File: config.mk
export PLATFORM = sky130hd
export DESIGN_NAME = mem_fill_arbiter
export DESIGN_NICKNAME = d
export VERILOG_FILES = /design/src/rtl/mem_fill_arbiter.sv
export SDC_FILE = /design/constraint.sdc
export NUM_CORES = 1
export LEC_CHECK = 0
export ABC_AREA = 1
export CORE_ASPECT_RATIO = 0.75
export CORE_MARGIN = 3
export CORE_UTILIZATION = 35
export DETAILED_ROUTE_END_ITERATION = 12
export PLACE_DENSITY = 0.71
export SETUP_SLACK_MARGIN = 0.2
export SLEW_MARGIN = 20
export SYNTH_ARGS = -nofsm -noshare
export SYNTH_HDL_FRONTEND = slang
export SYNTH_SLANG_ARGS = --single-unit
File: constraint.sdc
create_clock -name clk -period 2 [get_ports clk]
set_input_delay 0.2 -clock clk [delete_from_list [all_inputs] [get_ports clk]]
set_output_delay 0.2 -clock clk [all_outputs]
set_load 0.02 [all_outputs]
File: src/rtl/mem_fill_arbiter.sv
// Miss arbiter between the I/D caches and the unified memory port: one line
// transaction at a time, optional dirty-victim writeback before each D fill.
module mem_fill_arbiter (
    input  logic        clk,
    input  logic        rst_n,
    input  logic        i_req,
    input  logic [13:0] i_blk_addr,
    input  logic        d_req,
    input  logic [13:0] d_blk_addr,
    input  logic        d_victim_dirty,
    input  logic [7:0]  d_victim_tag,
    input  logic [63:0] d_victim_data,
    input  logic        m_rdy,
    input  logic [63:0] m_rd_data,
    output logic [13:0] m_addr,
    output logic        m_re,
    output logic        m_we,
    output logic [63:0] m_wdata,
    output logic        i_fill_we,
    output logic [63:0] i_fill_data,
    output logic        d_fill_we,
    output logic [63:0] d_fill_data,
    output logic        d_fill_dirty,
    output logic        i_ack,
    output logic        d_ack,
    output logic        busy
);

    typedef enum logic [1:0] {
        IDLE = 2'd0,
        WB   = 2'd1,
        FILL = 2'd2,
        DONE = 2'd3
    } state_t;

    localparam logic SIDE_I = 1'b0;
    localparam logic SIDE_D = 1'b1;

    state_t      state;
    logic        owner;
    logic        prio;
    logic        cooldown;
    logic [13:0] blk_addr;
    logic [63:0] fill_line;

    logic        grant_valid;
    logic        grant_d;
    logic [13:0] grant_addr;

    // The cycle right after DONE ignores requests so the acked side can drop its req.
    always_comb begin
        grant_valid = (i_req || d_req) && !cooldown;
        grant_d     = d_req && (!i_req || (prio == SIDE_D));
        grant_addr  = grant_d ? d_blk_addr : i_blk_addr;
    end

    // NOTE: all state and outputs use non-blocking assignments so every register
    // samples pre-edge values, independent of statement order.
    always_ff @(posedge clk or negedge rst_n) begin
        if (!rst_n) begin
            state     <= IDLE;
            owner     <= SIDE_I;
            prio      <= SIDE_D;
            cooldown  <= 1'b0;
            blk_addr  <= '0;
            fill_line <= '0;
            m_addr    <= '0;
            m_wdata   <= '0;
            m_re      <= 1'b0;
            m_we      <= 1'b0;
            i_fill_we <= 1'b0;
            d_fill_we <= 1'b0;
            i_ack     <= 1'b0;
            d_ack     <= 1'b0;
            busy      <= 1'b0;
        end else begin
            i_fill_we <= 1'b0;
            d_fill_we <= 1'b0;
            i_ack     <= 1'b0;
            d_ack     <= 1'b0;
            cooldown  <= 1'b0;
            unique case (state)
                IDLE: begin
                    if (grant_valid) begin
                        owner    <= grant_d;
                        blk_addr <= grant_addr;
                        busy     <= 1'b1;
                        if (i_req && d_req) begin
                            prio <= ~prio;
                        end
                        if (grant_d && d_victim_dirty) begin
                            state   <= WB;
                            m_we    <= 1'b1;
                            m_addr  <= {d_victim_tag, d_blk_addr[5:0]};
                            m_wdata <= d_victim_data;
                        end else begin
                            state  <= FILL;
                            m_re   <= 1'b1;
                            m_addr <= grant_addr;
                        end
                    end
                end
                WB: begin
                    if (m_rdy) begin
                        state  <= FILL;
                        m_we   <= 1'b0;
                        m_re   <= 1'b1;
                        m_addr <= blk_addr;
                    end
                end
                FILL: begin
                    if (m_rdy) begin
                        state     <= DONE;
                        m_re      <= 1'b0;
                        fill_line <= m_rd_data;
                        if (owner == SIDE_D) begin
                            d_fill_we <= 1'b1;
                            d_ack     <= 1'b1;
                        end else begin
                            i_fill_we <= 1'b1;
                            i_ack     <= 1'b1;
                        end
                    end
                end
                DONE: begin
                    state    <= IDLE;
                    busy     <= 1'b0;
                    cooldown <= 1'b1;
                end
                default: state <= IDLE;
            endcase
        end
    end

    assign i_fill_data  = fill_line;
    assign d_fill_data  = fill_line;
    assign d_fill_dirty = 1'b0;

endmodule

==> impl_metrics.ini <==
[sta]
post-route-period-util_pct = 83.1
rsz0062_at_grt = no
max_freq_mhz = 602
hold_viol = 0
finalSetupTns_ps = 0
min_period_ps = 1660
setup_violations = 0
maxSlewViolCount = 0
clock_skew_ps = 17.6

[place]
dpl.hpwl_um = 17800
gp_congestion = 0.810
port_buffers = 382
place_inst = 1376
place_area_um2 = 11300

[synthesis]
ys_top_cells_by_area = dfrtp_1 54%, nand2_1 13%, mux2_2 9.4%
synth.avg_cell_area_um2 = 9.70
yosys_warnings = 0
synth_nets = 965
ys_seq_elements = 166
yosysSeqAreaShare_pct = 54.2
synth_top_area_share_pct = 53.9
synth_cells = 790
synth.cell_area_um2 = 7660
synth_area_leader_cell = dfrtp_1
ys_types = 28

[grt]
grt_max_degree = 65
grt_pass1_vias = 6439
grtUsageTotal_pct = 19.5
grt_overflow_total = 0
antenna_found_initial = 2
grt_pass1_wl_um = 36300

[clocking]
cts_setup_buffers = 0
clockBufferDepth = 2
clkLatencyLatePin_ps = 410
cts_tree = yes
clock_sinks = 166
htree_levels = 4
cts_buffers = 17
clkTransAtPathRegs_ps = 70
post_cts_resized = 0
clockRootBuffer = clkbuf_16

[power_and_ir_drop]
p_leak_uw = 0.00553
p_per_area_nw_per_um2 = 1730
worst_ir_drop_vdd_mv = 0.716

[status]
run_status = complete, no violations

[setup_path]
critPathBufInv = 1
crit_end = i_fill_data[40]
critical_path_depth = 1
worst_r2r_startpoint = state[1]
r2r_end = m_wdata[38]
crit_start = d_fill_data[40]
slowest_stage = clkdlybuf4s50_1
cp_top_family = buffers and inverters
cp_max_fo = 3
crit_arrival_ps = 1460
worst-r2r-cell-count = 7
critPathLaunchType = flop
crit_type = reg2out
crit_path_end_kind = primary output
required_ps = 1800
crit_chain = clkdlybuf4s50_1
max_stage_delay_ps = 660
rrSetupSlack_ps = 340

[die]
io_pins = 384
dieArea_um2 = 23700
die_h_um = 134
core_area_um2 = 21300
start_util_pct = 36.0
die_width_um = 177
row_count = 46

[worst_hold_path]
hp-class = in2async

[flow_run]
max_cap_viol_count = 0

[routing]
via_per_inst = 4.59
postRouteAntennaNets = 0
drtIter0Drc = 283
route.detailed.wl_per_inst_um = 16.6
route.detailed.drc = 0
first_pass_iters = 7
routed-via-count = 6474
drt-total-wl_um = 23500

[cells_and_area]
final_layout_size_suffix_gt1_share_pct = 12.1
utilization_pct = 56.1
fill_cells = 1882
num-nets-final = 1283
final_area_um2 = 11900
final_cells = 1410
synthToLayoutAreaGrowth_pct = 55.9
-- area by class of cell --
| type | count | area (um2) | area share [%] |
|---|---|---|---|
| diodes | 2 | 5.00 | 0.0419 |
| clock buffers | 18 | 439 | 3.68 |
| clock inverters | 13 | 143 | 1.19 |
| inverters | 33 | 124 | 1.04 |
| multi-input cells | 482 | 2620 | 21.9 |
| flip-flops and latches | 166 | 4160 | 34.8 |
| well taps | 288 | 360 | 3.02 |
| repair buffers | 408 | 4100 | 34.3 |
-- power by group --
part | switching [uW] | internal (uW)
registers | 1110 | 5030
clock network | 1450 | 1780
logic | 5930 | 5400
total | 8480 | 12200
-- through the flow --
| step | setup WS [ps] | hold WS [ps] | total power (uW) |
|---|---|---|---|
| after CTS | 296 | 303 | 20900 |
| after floorplan | 471 | -95.6 | 12700 |
| after global routing | 220 | 315 | 22000 |
| after detailed placement | 134 | 185 | 17600 |
| final | 338 | 309 | 20700 |
| after global placement | 179 | 179 | 17500 |
-- what timing repair did --
| item | CTS | global route |
|---|---|---|
| hold endpoints to repair | 40 | 0 |
| hold buffers | 1 | 0 |
| setup endpoints to repair | 0 | 0 |
-- worst min path at each step --
stage,from,endpoint,slack (ps),cells after the start
floorplan,rst_n,blk_addr[0],-100,0
detailed placement,rst_n,m_wdata[28],190,1
global route,rst_n,m_wdata[28],310,2
finish,rst_n,m_wdata[24],310,2
CTS,rst_n,m_wdata[28],300,2
global placement,rst_n,m_wdata[28],180,1
-- state kept, by name (all words and copies together) (netlist names) --
signal and cells:
d_fill_data 64, m_wdata 64, blk_addr 14, m_addr 14, state 2, busy 1, cooldown 1, d_ack 1
i_ack 1, m_re 1, m_we 1, owner 1, prio 1
-- layout by cell type, fill, tap and decap left out, types with 2 or more instances in the layout --
cell type / count
nand3b_1: 15
nor2_1: 18
inv_1: 32
dfrtp_1: 165
inv_6: 3
nand3_2: 3
clkbuf_16: 17
nand3_1: 94
nand2_4: 2
clkdlybuf4s50_1: 381
nand2_1: 256
buf_12: 6
diode_2: 2
nand4_1: 9
clkinvlp_4: 2
buf_4: 19
nand2_2: 3
mux2_2: 64
o21ai_0: 5
ha_1: 4
clkinv_4: 5
-- cells by family after synthesis --
kind of cell	count (synthesis)	synth area share (%)
compound gates	8	0.719
xor+xnor	1	0.114
fa+ha+maj	5	0.817
buf+inv	142	11.7
flops	166	54.2
mux	64	9.41
other cells	1	0.0490
simple gates	403	23.0
-- synth_stat cells (all sizes together) --
cell	count
dfstp	1
nor3	1
mux2	64
conb	1
nand4	9
inv	33
buf	108
nand3	97
clkbuf	1
nand3b	15
o21ai	6
a21oi	1
xor2	1
nor2	20
a2bb2oi	1
dfrtp	165
ha	5
nand2	261
-- metal layers --
metal | vias up | GRT usage, % | wire length [um]
met5 | - | 0 | 0
met2 | 253 | 33.4 | 11900
met4 | 0 | 4.93 | 308
met3 | 18 | 5.29 | 1700
met1 | 3098 | 24.6 | 9570
li1 | 3105 | - | -
Power figures use the tool's default switching activity.
